### config.mk
export PLATFORM = sky130hd
export DESIGN_NAME = bank_isu_dispatch
export DESIGN_NICKNAME = d
export VERILOG_FILES = /design/src/rtl/bank_isu_dispatch.sv
export SDC_FILE = /design/constraint.sdc
export NUM_CORES = 1
export LEC_CHECK = 0
export ABC_AREA = 1
export CAP_MARGIN = 10
export CORE_ASPECT_RATIO = 1.4
export CORE_UTILIZATION = 40
export CTS_CLUSTER_DIAMETER = 50
export DETAILED_ROUTE_END_ITERATION = 10
export PLACE_DENSITY = 0.88
export SYNTH_ARGS = -nofsm -noshare
export SYNTH_HDL_FRONTEND = slang
export SYNTH_SLANG_ARGS = --single-unit
### constraint.sdc
create_clock -name clk_i -period 3.7 [get_ports clk_i]
set_input_delay 0.74 -clock clk_i [delete_from_list [all_inputs] [get_ports clk_i]]
set_output_delay 0.74 -clock clk_i [all_outputs]
set_load 0.01 [all_outputs]
### src/rtl/bank_isu_dispatch.sv
// rtl/bank_isu_dispatch.sv - four-channel arbiter and ROB-id allocator feeding the bank issue queue
//
// Purpose:
//   Picks one of four channel requests per cycle, tags it with a free 3-bit
//   ROB id from an 8-entry pool and loads it into a single registered output
//   slot toward the issue-queue enqueue port (valid/allowIn handshake).
//   Retire logic returns ids through the release strobe.
//
// Ports:
//   clk_i, rst_i                     clock, asynchronous active-high reset
//   ch_valid_i / ch_ready_o          per-channel request handshake (ready is one-hot or zero)
//   ch_opcode_i, ch_set_way_offset_i,
//   ch_wbuffer_id_i, ch_cl_state_i   per-channel payload, channel n in slice n
//   req_valid_o / req_allowIn_i      output slot handshake
//   req_*_o                          registered request payload, granted channel and ROB id
//   rob_free_valid_i, rob_free_id_i  ROB id release strobe
//   rob_full_o                       all ROB ids busy
//
// Configuration:
//   BANK_ISU_DISPATCH_FIXED_PRIO_EN  defined: fixed priority (ch0 highest), no round-robin pointer.
//                                    undefined: round-robin starting after the last granted channel.

module bank_isu_dispatch #(
    parameter int NUM_CH    = 4,
    parameter int ROB_DEPTH = 8
) (
    input  logic                   clk_i,
    input  logic                   rst_i,
    input  logic [NUM_CH-1:0]      ch_valid_i,
    output logic [NUM_CH-1:0]      ch_ready_o,
    input  logic [7:0]             ch_opcode_i,
    input  logic [27:0]            ch_set_way_offset_i,
    input  logic [31:0]            ch_wbuffer_id_i,
    input  logic [15:0]            ch_cl_state_i,
    output logic                   req_valid_o,
    input  logic                   req_allowIn_i,
    output logic [2:0]             req_rob_id_o,
    output logic [1:0]             req_ch_id_o,
    output logic [1:0]             req_opcode_o,
    output logic [6:0]             req_set_way_offset_o,
    output logic [7:0]             req_wbuffer_id_o,
    output logic [1:0]             req_cacheline_offset0_state_o,
    output logic [1:0]             req_cacheline_offset1_state_o,
    input  logic                   rob_free_valid_i,
    input  logic [2:0]             rob_free_id_i,
    output logic                   rob_full_o
);

    logic [ROB_DEPTH-1:0] rob_busy_q, rob_busy_d;
    logic                 req_valid_q, req_valid_d;
    logic [2:0]           rob_id_q, rob_id_d;
    logic [1:0]           ch_id_q, ch_id_d;
    logic [1:0]           opcode_q, opcode_d;
    logic [6:0]           swo_q, swo_d;
    logic [7:0]           wbuf_q, wbuf_d;
    logic [1:0]           st0_q, st0_d;
    logic [1:0]           st1_q, st1_d;

    logic [1:0]           scan_base;
    logic [1:0]           cand;
    logic [1:0]           grant_idx;
    logic                 grant_found;
    logic [2:0]           alloc_id;
    logic                 rob_avail;
    logic                 load_en;
    logic                 fire;

`ifdef BANK_ISU_DISPATCH_FIXED_PRIO_EN
    assign scan_base = 2'd0;
`else
    logic [1:0] rr_ptr_q, rr_ptr_d;

    assign scan_base = rr_ptr_q;
    // Pointer moves past the winner so the next scan starts at the following channel.
    assign rr_ptr_d  = fire ? grant_idx + 2'd1 : rr_ptr_q;

    always_ff @(posedge clk_i or posedge rst_i) begin
        if (rst_i) begin
            rr_ptr_q <= 2'd0;
        end else begin
            rr_ptr_q <= rr_ptr_d;
        end
    end
`endif

    // First valid channel at or after scan_base, wrapping mod 4.
    always_comb begin
        grant_found = 1'b0;
        grant_idx   = 2'd0;
        cand        = 2'd0;
        for (int i = 0; i < NUM_CH; i++) begin
            cand = scan_base + 2'(i);
            if (!grant_found && ch_valid_i[cand]) begin
                grant_found = 1'b1;
                grant_idx   = cand;
            end
        end
    end

    // Lowest free ROB id: scan downward so the lowest clear bit wins last.
    always_comb begin
        alloc_id = 3'd0;
        for (int i = ROB_DEPTH - 1; i >= 0; i--) begin
            if (!rob_busy_q[i]) begin
                alloc_id = 3'(i);
            end
        end
    end

    assign rob_avail = ~&rob_busy_q;
    assign load_en   = ~req_valid_q | req_allowIn_i;
    // Reset gates the handshake so no channel believes it was accepted while state is held clear.
    assign fire      = grant_found & load_en & rob_avail & ~rst_i;

    assign ch_ready_o = fire ? (4'b0001 << grant_idx) : 4'b0000;

    always_comb begin
        req_valid_d = req_valid_q;
        rob_id_d    = rob_id_q;
        ch_id_d     = ch_id_q;
        opcode_d    = opcode_q;
        swo_d       = swo_q;
        wbuf_d      = wbuf_q;
        st0_d       = st0_q;
        st1_d       = st1_q;
        rob_busy_d  = rob_busy_q;

        // Release first, then allocate: the allocated id is clear, so a release
        // naming it is an idle release and must not undo the allocation.
        if (rob_free_valid_i) begin
            rob_busy_d[rob_free_id_i] = 1'b0;
        end

        if (fire) begin
            req_valid_d          = 1'b1;
            rob_id_d             = alloc_id;
            ch_id_d              = grant_idx;
            opcode_d             = ch_opcode_i[2*grant_idx +: 2];
            swo_d                = ch_set_way_offset_i[7*grant_idx +: 7];
            wbuf_d               = ch_wbuffer_id_i[8*grant_idx +: 8];
            st0_d                = ch_cl_state_i[4*grant_idx +: 2];
            st1_d                = ch_cl_state_i[4*grant_idx + 2 +: 2];
            rob_busy_d[alloc_id] = 1'b1;
        end else if (req_allowIn_i) begin
            req_valid_d = 1'b0;
        end
    end

    always_ff @(posedge clk_i or posedge rst_i) begin
        if (rst_i) begin
            rob_busy_q  <= '0;
            req_valid_q <= 1'b0;
            rob_id_q    <= 3'd0;
            ch_id_q     <= 2'd0;
            opcode_q    <= 2'd0;
            swo_q       <= 7'd0;
            wbuf_q      <= 8'd0;
            st0_q       <= 2'd0;
            st1_q       <= 2'd0;
        end else begin
            rob_busy_q  <= rob_busy_d;
            req_valid_q <= req_valid_d;
            rob_id_q    <= rob_id_d;
            ch_id_q     <= ch_id_d;
            opcode_q    <= opcode_d;
            swo_q       <= swo_d;
            wbuf_q      <= wbuf_d;
            st0_q       <= st0_d;
            st1_q       <= st1_d;
        end
    end

    assign req_valid_o                   = req_valid_q;
    assign req_rob_id_o                  = rob_id_q;
    assign req_ch_id_o                   = ch_id_q;
    assign req_opcode_o                  = opcode_q;
    assign req_set_way_offset_o          = swo_q;
    assign req_wbuffer_id_o              = wbuf_q;
    assign req_cacheline_offset0_state_o = st0_q;
    assign req_cacheline_offset1_state_o = st1_q;
    assign rob_full_o                    = &rob_busy_q;

endmodule

Word level (Yosys, flattened, before mapping)

Cells that the tools add are included.

Bits in registers: 37
Input port bits: 95

$add $sub $neg: 5
Multiply operators: 1
Order comparisons: 8
Shift operators: 6
Muxes and demuxes: 33
Bitwise logic cells: 9
Reductions and logical operators: 11

Operator list:

| operator            | number |
|---|---|
| $shiftx 32x6->8     | 1 |
| $shiftx 28x6->7     | 1 |
| $mux 3              | 8 |
| $mux 8              | 2 |
| $shiftx 16x5->2     | 1 |
| $shiftx 16x6->2     | 1 |
| $lt 2x3->1 const B  | 4 |
| $mux 1              | 12 |
| $and 8x8->8         | 1 |
| $bmux 1 s2          | 4 |
| $lt 3x4->1 const B  | 2 |
| $mux 2              | 4 |
| $not 8->8           | 1 |
| $or 8x8->8          | 1 |
| $reduce_and 8->1    | 1 |
| $shiftx 8x4->2      | 1 |
| $demux 1 s3         | 2 |
| $ge 3x1->1 const B  | 2 |
| $add 4x2->5 const B | 1 |
| $logic_and 1x1->1   | 5 |
| $mul 3x2->5 const A | 1 |
| $add 2x1->2 const B | 2 |
| $add 2x2->2 const B | 2 |
| $logic_not 1->1     | 4 |
| 6 further kinds     | 9 |

Longest topological paths before layout

Gate-level depths: netlist of the first run.

Word-level depth: 16
Depth in mapped cells: 15
Depth with buffers taken out: 14

Worst setup path before layout of the first run

No wires, ideal clock.

Kind: input -> output
From: input port rst_i
To: output port ch_ready_o[0]
Arrival time: 2.498 ns
Required time: 2.960 ns
Setup slack: 0.462 ns
Stages on the path: 7
Cells stage by stage: inv_1 > o21ai_0 > nor2_1 > nand2_2 > buf_6 > buf_2 > nor2_1

Word-level cells in the longest chain between the ends: 3

RTL lines:

| element         | RTL line | source |
|---|---|---|
| start, declared | 28       | `input logic rst_i,` |
| $not 1->1       | 113      | `assign fire = grant_found & load_en & rob_avail & ~rst_i;` |
| $and 1x1->1     | 113      |  |
| $mux 4          | 115      | `assign ch_ready_o = fire ? (4'b0001 << grant_idx) : 4'b0000;` |
| end, declared   | 30       | `output logic [NUM_CH-1:0] ch_ready_o,` |

No other way between the ends.

Final worst setup path of the first run

From: input port ch_valid_i[0]
To: output port ch_ready_o[0]

Word-level cells in the longest chain between the ends: 16
Elaborated cells between the ends (all ways): 27

RTL lines:

| element                      | RTL line | source |
|---|---|---|
| start, declared              | 29       | `input logic [NUM_CH-1:0] ch_valid_i,` |
| $bmux 1 s2                   | 93       | `if (!grant_found && ch_valid_i[cand]) begin` |
| $mux 1 (implied by the code) | 93       |  |
| $mux 1                       | 93       |  |
| $logic_not 1->1              | 93       |  |
| $logic_and 1x1->1            | 93       |  |
| $mux 1                       | 93       |  |
| $logic_not 1->1              | 93       |  |
| $logic_and 1x1->1            | 93       |  |
| $mux 1                       | 93       |  |
| $logic_not 1->1              | 93       |  |
| $logic_and 1x1->1            | 93       |  |
| $mux 1                       | 93       |  |
| $and 1x1->1 (3 in series)    | 113      |  |
| $mux 4 *                     | 115      |  |

Mark *: on every way between the ends. The rest lies on a longest branch, timed or not. The select of a mux whose other input is x is not followed.

==> run metrics, run 1 <==
clock latency on the worst-skew pair=0.28 ns; reg2reg end=req_set_way_offset_o[6]; Fmax=0.310 GHz; worst-margin pin slew=0.552 ns; maxcap violations=0; synthesized flop and latch total=37; total CTS buffers=5; Crit Path Max Fanout=8; die height=103 um; Setup TNS=0 ns; # rows=36; PwrDens=859 nW/um^2; area leader, netlist=dfrtp_1; Syn Inst Count=426; CTS root buf=clkbuf_8; Initial DRC Count=156; Hold WC Path Type=flop to flop; FF-to-FF path depth=14; syn_nets=525; fin crit share=87.1%; Critical Path Sink Type=output pin; Worst Path Buf+Inv=4; TritonCTS Sinks=37; most frequent cells in the layout=nand2_1, clkdlybuf4s50_1, inv_1; top cells by area, synth=dfrtp_1, nand2_1, inv_1; DR WL/cell=12.0 um; HP Start=req_wbuffer_id_o[7]; DIE WIDTH=74.1 um; DP Area=4220 sq um; TritonRoute pass-1 iters=6; slew margin rel.=62.8%; RR Startpoint=rr_ptr_q[0]; routed vias=3028; final setup fails=0; # nets final=654; Max H-tree Level=2; critical path, cell by cell=clkdlybuf4s50_1, inv_1, nand2_1, nand3_2, nand2_4, nor2_8, nand2_1, nand3_2, nand2_4, ha_1, inv_1, nor2_1, dlymetal6s2s_1; Initial Util=41.7%; Hold Path Depth=2; Critical Path Slowest Stage Cell=clkdlybuf4s50_1; CP Depth=13; DRC violations left=0; r2r setup slk=1.11 ns; status=finished, final reports clean; I/O pins=127; Area growth syn-to-layout=51.3%; LEAKAGE=0.00228 uW; clk_skew=0.00627 ns; most common cell after layout, fill and taps aside=nand2_1; Finished Core Util=63.1%; Clock Tree Buf Depth=2; final hold viol count=0; Overall Global Routing Usage=21.5%; GPL Wtd Cong=0.919; kind of start point of the critical path=input pin; number of global-route vias before repair=2914; vias per cell=4.65; Die ar.=7630 sq um; layout cells sized above 1=11.9%; Arr. time, crit path=2.48 ns; design area=4400 sq um; hold endpoint=req_wbuffer_id_o[7]; Critical Path RT=2.96 ns; crit-path max cell delay=0.50 ns; largest net degree at the start of global routing=61; first-pass GRT wire length=12.7 mm; Max Transition Viols Final=0; pre-CTS WS=0.0203 ns; count of cell types in the netlist=29; kind of cell adding the most delay to the critical path=simple AND/OR/NAND/NOR gates; Routed Antenna Nets=0; Synth Cell Area=2910 sq um; n_diodes=0; syn avg cell area=6.83 sq um; CTS tree=built; setup ws final=0.479 ns; fin crit period=3.22 ns; Seq/Total Area, Yosys=31.8%; Synth warnings=0; VDD IR-drop max=0.000470 V; initial antenna violation count=0; Core ar.=6980 sq um; CP Class=input pin to output pin; I/O Buffers=126; post-synth top area share=31.8%; RSZ-0062 raised after global routing=no; Worst-path clk slew=0.08 ns; final WL=7.84 mm; GRT overflow=0; DP HPWL=6.16 mm
-- cells by family (layout without fill, tap and decap cells) --
kind of cell,after synthesis,in the layout,synth area share (%)
compound gates,29,29,5.68
fa+ha+maj,4,4,1.72
buf+inv,84,214,13.5
flops,37,37,31.8
simple gates,272,272,47.3
-- metal layers --
metal,vias to the layer above,global-route usage (%),share of wire (%)
met5,-,0,0
met4,0,7.10,3.0
met3,18,4.11,4.7
met2,104,40.0,53
met1,1337,24.0,39
li1,1569,-,-
-- stage by stage --
stage	instances	hold WS (ns)	total power, uW
5_1_grt	651	0.520	4150
6_report	651	0.492	3780
2_1_floorplan	426	0.485	2590
3_3_place_gp	640	0.463	3250
3_5_place_dp	640	0.482	3320
4_1_cts	648	0.501	3760
-- power by group --
part	total, uW	internal (uW)	switching [uW]
clock	418	271	147
sequential	731	599	132
combinational	2630	1080	1550
-- how the worst max path moves through the flow --
stage / startpoint / endpoint / slack, ns
finish: ch_valid_i[0] / ch_ready_o[0] / 0.48
detailed placement: ch_valid_i[3] / ch_ready_o[0] / 0.02
CTS: ch_valid_i[3] / ch_ready_o[0] / 0.02
global route: ch_valid_i[3] / ch_ready_o[3] / 0.24
global placement: ch_valid_i[2] / ch_ready_o[0] / 0.14
floorplan: rst_i / ch_ready_o[0] / 0.46
-- registers in the layout, indices dropped and copies added, names as in the netlist --
signal                         count
req_cacheline_offset0_state_o      2
req_cacheline_offset1_state_o      2
req_ch_id_o                        2
req_opcode_o                       2
req_rob_id_o                       3
req_set_way_offset_o               7
req_valid_o                        1
req_wbuffer_id_o                   8
rob_busy_q                         8
rr_ptr_q                           2
-- layout make-up --
| type | instances | area (sq um) |
|---|---|---|
| fillers | 634 | 2580 |
| multi-input cells | 305 | 1600 |
| repair buffers | 137 | 1350 |
| flip-flops and latches | 37 | 926 |
| inverters | 69 | 264 |
| well taps | 95 | 119 |
| clock buffers | 5 | 68.8 |
| clock inverters | 3 | 68.8 |
-- Yosys cell counts (all sizes together) --
| master | number |
|---|---|
| a21oi | 2 |
| buf | 15 |
| nand3 | 61 |
| a21boi | 1 |
| inv | 69 |
| o31ai | 4 |
| a31oi | 1 |
| nand4 | 1 |
| dfrtp | 37 |
| nand2 | 171 |
| ha | 4 |
| or2 | 17 |
| nand3b | 5 |
| nor3 | 2 |
| o21ai | 20 |
| o21a | 1 |
| nor2 | 15 |
-- worst min-delay path: stages, from the launching register on --
cell,delay [ns]
dfrtp_1,0.35
nand2_1,0.05
nand2_1,0.06
-- what timing repair did --
item,4_1_cts,5_1_grt
gates resized for setup,0,7
setup endpoints to repair,0,4
setup buffers,0,3
hold buffers,0,0
Note: power is estimated with default switching activity, not from simulation.
==> inputs of run 2 (changes only) <==
Settings changed: CORE_ASPECT_RATIO 1.4 to 0.75, CORE_UTILIZATION 40 to 30, PLACE_DENSITY 0.88 to 0.71.
==> run metrics, run 2 (same netlist as run 1, synthesis figures left out) <==
status=finished, final reports clean; final setup fails=0; total CTS buffers=5; Overall Global Routing Usage=17.5%; Setup TNS=0 ns; vias per cell=4.52; RR Startpoint=rr_ptr_q[0]; Core ar.=9230 sq um; Max H-tree Level=2; Finished Layout Cells=681; CP Class=input pin to output pin; most frequent cells in the layout=nand2_1, clkdlybuf4s50_1, inv_1; HP Start=req_set_way_offset_o[6]; n_diodes=0; Clock Tree Buf Depth=2; GPL Wtd Cong=0.927; Routed Antenna Nets=0; CTS tree=built; Crit Path Max Fanout=4; clk_skew=0.00509 ns; FF+latch area=926 sq um; worst-margin pin slew=0.524 ns; first-pass GRT wire length=13.9 mm; Max Transition Viols Final=0; Critical Path Sink Type=output pin; kind of cell adding the most delay to the critical path=buffers and inverters; DIE WIDTH=116 um; # rows=30; kind of start point of the critical path=input pin; VDD IR-drop max=0.000480 V; Initial DRC Count=145; area occupied by multi-input gates=1600 sq um; slew margin rel.=64.7%; CTS root buf=clkbuf_16; DRC violations left=0; final WL=8.56 mm; Clk pwr share=14.3%; Reg power frac=18.8%; most common cell after layout, fill and taps aside=nand2_1; placed cell count=672; largest net degree at the start of global routing=61; crit-path max cell delay=0.54 ns; Initial Util=31.5%; I/O pins=127; fin crit period=3.58 ns; Worst Path Buf+Inv=4; pre-CTS WS=0.00556 ns; clock latency on the worst-skew pair=0.28 ns; Worst-path clk slew=0.06 ns; DR WL/cell=12.6 um; TritonCTS Sinks=37; hold endpoint=req_set_way_offset_o[6]; Arr. time, crit path=2.84 ns; FILL cells=937; initial antenna violation count=0; NetSw=1860 uW; I/O Buffers=126; fin crit share=96.9%; crit-path most repeated cell=nand2_4; LEAKAGE=0.00227 uW; DP HPWL=6.57 mm; critical path, cell by cell=clkdlybuf4s50_1, inv_1, nand2_1, nand3_2, nand2_4, nor2_1, nor2_2, nand2_4, nand2_4, ha_1, inv_1, nor2_1, clkdlybuf4s50_1; Die ar.=10100 sq um; PwrDens=874 nW/um^2; TritonRoute pass-1 iters=4; Finished Core Util=48.4%; Area growth syn-to-layout=53.7%; Hold WC Path Type=flop to flop; die height=87.3 um; FF-to-FF path depth=12; Hold Path Depth=2; number of global-route vias before repair=3088; Critical Path RT=2.96 ns; routed vias=3080; CP Depth=13; setup ws final=0.116 ns; final hold viol count=0; GRT overflow=0; Critical Path Slowest Stage Cell=clkdlybuf4s50_1; r2r setup slk=1.08 ns; Gate power share=66.8%; RSZ-0062 raised after global routing=no; # nets final=651; Int Pwr=2040 uW; reg2reg end=rob_busy_q[5]; Fmax=0.279 GHz; maxcap violations=0; layout cells sized above 1=11.2%; Sw Share=47.7%; Critical Path Start=ch_valid_i[0]
[run 2: how the worst max path moves through the flow]
stage	to	slack (ns)
CTS	ch_ready_o[3]	0.05
finish	ch_ready_o[0]	0.12
global route	ch_ready_o[0]	0.01
detailed placement	ch_ready_o[0]	0.006
global placement	ch_ready_o[0]	0.14
floorplan	ch_ready_o[0]	0.46
[run 2: power by group through the flow]
stage / clock network [uW] / logic, uW / registers [uW]
6_report: 560 / 2610 / 736
3_5_place_dp: 0 / 2620 / 734
4_1_cts: 573 / 2630 / 733
2_1_floorplan: 0 / 1830 / 768
3_3_place_gp: 0 / 2540 / 728
5_1_grt: 598 / 2940 / 762
[run 2: per-layer routing]
| metal | vias up | GRT usage (%) | wire, um |
|---|---|---|---|
| met5 | - | 0 | 0 |
| met4 | 0 | 4.31 | 90 |
| met3 | 10 | 4.38 | 569 |
| met2 | 110 | 30.6 | 4210 |
| met1 | 1403 | 21.6 | 3700 |
| li1 | 1557 | - | - |
[run 2: area by class of cell]
class / instances / share of cell area, %
Sequential cell: 37 / 20.7
Clock inverter: 3 / 1.54
Timing Repair Buffer: 134 / 29.7
Clock buffer: 5 / 2.80
Multi-Input combinational cell: 305 / 35.8
Tap cell: 128 / 3.58
Inverter: 69 / 5.90
[run 2: per-stage QoR]
stage	cell area, sq um	power, uW	hold slack [ns]
floorplan	2910	2590	0.485
global placement	4260	3270	0.465
detailed placement	4260	3350	0.466
CTS	4450	3940	0.480
global route	4470	4300	0.501
finish	4470	3910	0.476
[run 2: repair_timing]
action	CTS	global route
pin swaps	0	1
gates resized for setup	1	4
setup buffers	0	1
endpoints found under the setup margin	1	4
hold buffers	0	0
[run 2: tightest hold or removal path, stage by stage, from the launching register on]
cell,delay (ns)
dfrtp_1,0.34
nand2_1,0.05
nand2_1,0.05
==> inputs of run 3 (changes only) <==
Settings changed: GPL_TIMING_DRIVEN set to 0.
==> run metrics, run 3 (same netlist as run 1, synthesis figures left out) <==
TritonRoute pass-1 iters=4; first-pass GRT wire length=13.8 mm; worst-margin pin slew=0.578 ns; Die ar.=10100 sq um; Fmax=0.281 GHz; Hold WC Path Type=flop to flop; clock latency on the worst-skew pair=0.28 ns; Hold Slack=0.492 ns; hold endpoint=req_rob_id_o[0]; # nets final=664; die height=87.3 um; final setup fails=0; layout cells sized above 1=13.8%; DRC violations left=0; Max Transition Viols Final=0; slew margin rel.=61.1%; kind of start point of the critical path=input pin; vias per cell=4.50; FILL cells=942; FF-to-FF path depth=14; Critical Path Slowest Stage Cell=clkdlybuf4s50_1; fin crit share=96.1%; TritonCTS Sinks=37; Hold Path Depth=2; Initial Util=31.5%; CTS tree=built; n_diodes=0; kind of cell adding the most delay to the critical path=buffers and inverters; CTS root buf=clkbuf_16; r2r setup slk=1.58 ns; FF+latch area=926 sq um; critical path, cell by cell=clkdlybuf4s50_1, inv_1, nand2_1, nand2_1, nand2_1, nand2_1, a21oi_1, nand2_2, nand2_8, buf_6, ha_1, inv_1, nor2_1, dlygate4sd2_1; final hold viol count=0; reg2reg end=rr_ptr_q[1]; area occupied by multi-input gates=1610 sq um; most frequent cells in the layout=nand2_1, clkdlybuf4s50_1, inv_1; largest net degree at the start of global routing=39; Worst Path Buf+Inv=5; Finished Core Util=49.2%; VDD IR-drop max=0.000348 V; GRT overflow=0; # rows=30; LEAKAGE=0.00228 uW; most common cell after layout, fill and taps aside=nand2_1; Worst-path clk slew=0.06 ns; crit-path max cell delay=0.48 ns; crit-path most repeated cell=nand2_1; status=finished, final reports clean; DR WL/cell=12.7 um; cts hold-fix bufs=0; GPL Wtd Cong=0.933; I/O Buffers=126; clk_skew=0.00334 ns; total CTS buffers=5; Clock Tree Buf Depth=2; final WL=8.78 mm; I/O pins=127; RR Startpoint=rr_ptr_q[0]; CP Class=input pin to output pin; Critical Path Sink Type=output pin; fin crit period=3.55 ns; Design Power=4060 uW; routed vias=3126; PwrDens=892 nW/um^2; Area growth syn-to-layout=56.2%; Crit Path Max Fanout=11; HP Start=req_rob_id_o[0]; Routed Antenna Nets=0; Core ar.=9230 sq um; initial antenna violation count=0; Overall Global Routing Usage=17.6%; Arr. time, crit path=2.81 ns; DP HPWL=6.85 mm; Max H-tree Level=2; Initial DRC Count=128; DIE WIDTH=116 um; maxcap violations=0; number of global-route vias before repair=2979; Critical Path RT=2.96 ns
-- run 3: cell types whose count changed in the layout (fill, tap and decap cells not counted), moves of 2 or more --
cell            before  now
clkbuf_2             0    2
dlymetal6s2s_1       3    0
buf_6                0    7
dlygate4sd2_1        0    2
bufinv_16            2    0
buf_2                0    5
-- run 3: power by group --
| group | internal, uW | switching [uW] |
|---|---|---|
| combinational | 1220 | 1690 |
| clock | 268 | 168 |
| sequential | 600 | 117 |
| total | 2080 | 1970 |
-- run 3: layout make-up --
class                   instances  share of cell area (%)
plain buffers                  15                    2.94
clock inverters                 2                   0.303
clock buffers                   6                    3.05
inverters                      69                    5.97
flip-flops and latches         37                    20.4
repair buffers                132                    28.5
well taps                     128                    3.52
multi-input cells             305                    35.4
-- run 3: worst reg2reg max path, stage by stage, from the launching register on --
cell	delay (ns)
dfrtp_1	0.40
buf_6	0.15
nand2_1	0.06
nand2_1	0.10
nand2_4	0.10
nand2_4	0.07
nor2_8	0.10
nand3_2	0.11
nand2_4	0.16
nand2_8	0.09
inv_6	0.11
buf_6	0.16
ha_1	0.25
nand2_1	0.06
o21ai_0	0.07
-- run 3: metrics by stage --
step / instance area [sq um] / std cells / TNS [ns] / worst slack, ns
finish: 4550 / 694 / 0 / 0.146
global route: 4550 / 694 / -0.0224 / -0.0224
CTS: 4490 / 688 / 0 / 0.0231
detailed placement: 4330 / 680 / -1.84 / -0.476
global placement: 4330 / 680 / -3.91 / -0.988
floorplan: 2910 / 426 / 0 / 0.462
-- run 3: layer usage --
metal | wire [um] | vias to the layer above | track usage, %
li1 | - | 1589 | -
met1 | 3940 | 1424 | 22.6
met2 | 4270 | 105 | 30.0
met3 | 519 | 8 | 3.97
met4 | 49 | 0 | 4.08
met5 | 0 | - | 0
-- run 3: timing repair --
action                                  CTS  global route
buffers inserted                          0             6
endpoints found under the hold margin     0             0
pin swaps                                 0             3
resized for setup                         9             7
endpoints found under the setup margin    4             4
-- run 3: worst max path at each step --
stage	start	to	slack, ns	depth (start not counted)
final	ch_valid_i[3]	ch_ready_o[0]	0.15	14
after global routing	ch_valid_i[2]	ch_ready_o[0]	-0.02	14
after CTS	ch_valid_i[1]	ch_ready_o[1]	0.02	15
after detailed placement	rst_i	ch_ready_o[1]	-0.48	9
after global placement	rst_i	ch_ready_o[1]	-0.99	9
after floorplan	rst_i	ch_ready_o[0]	0.46	7
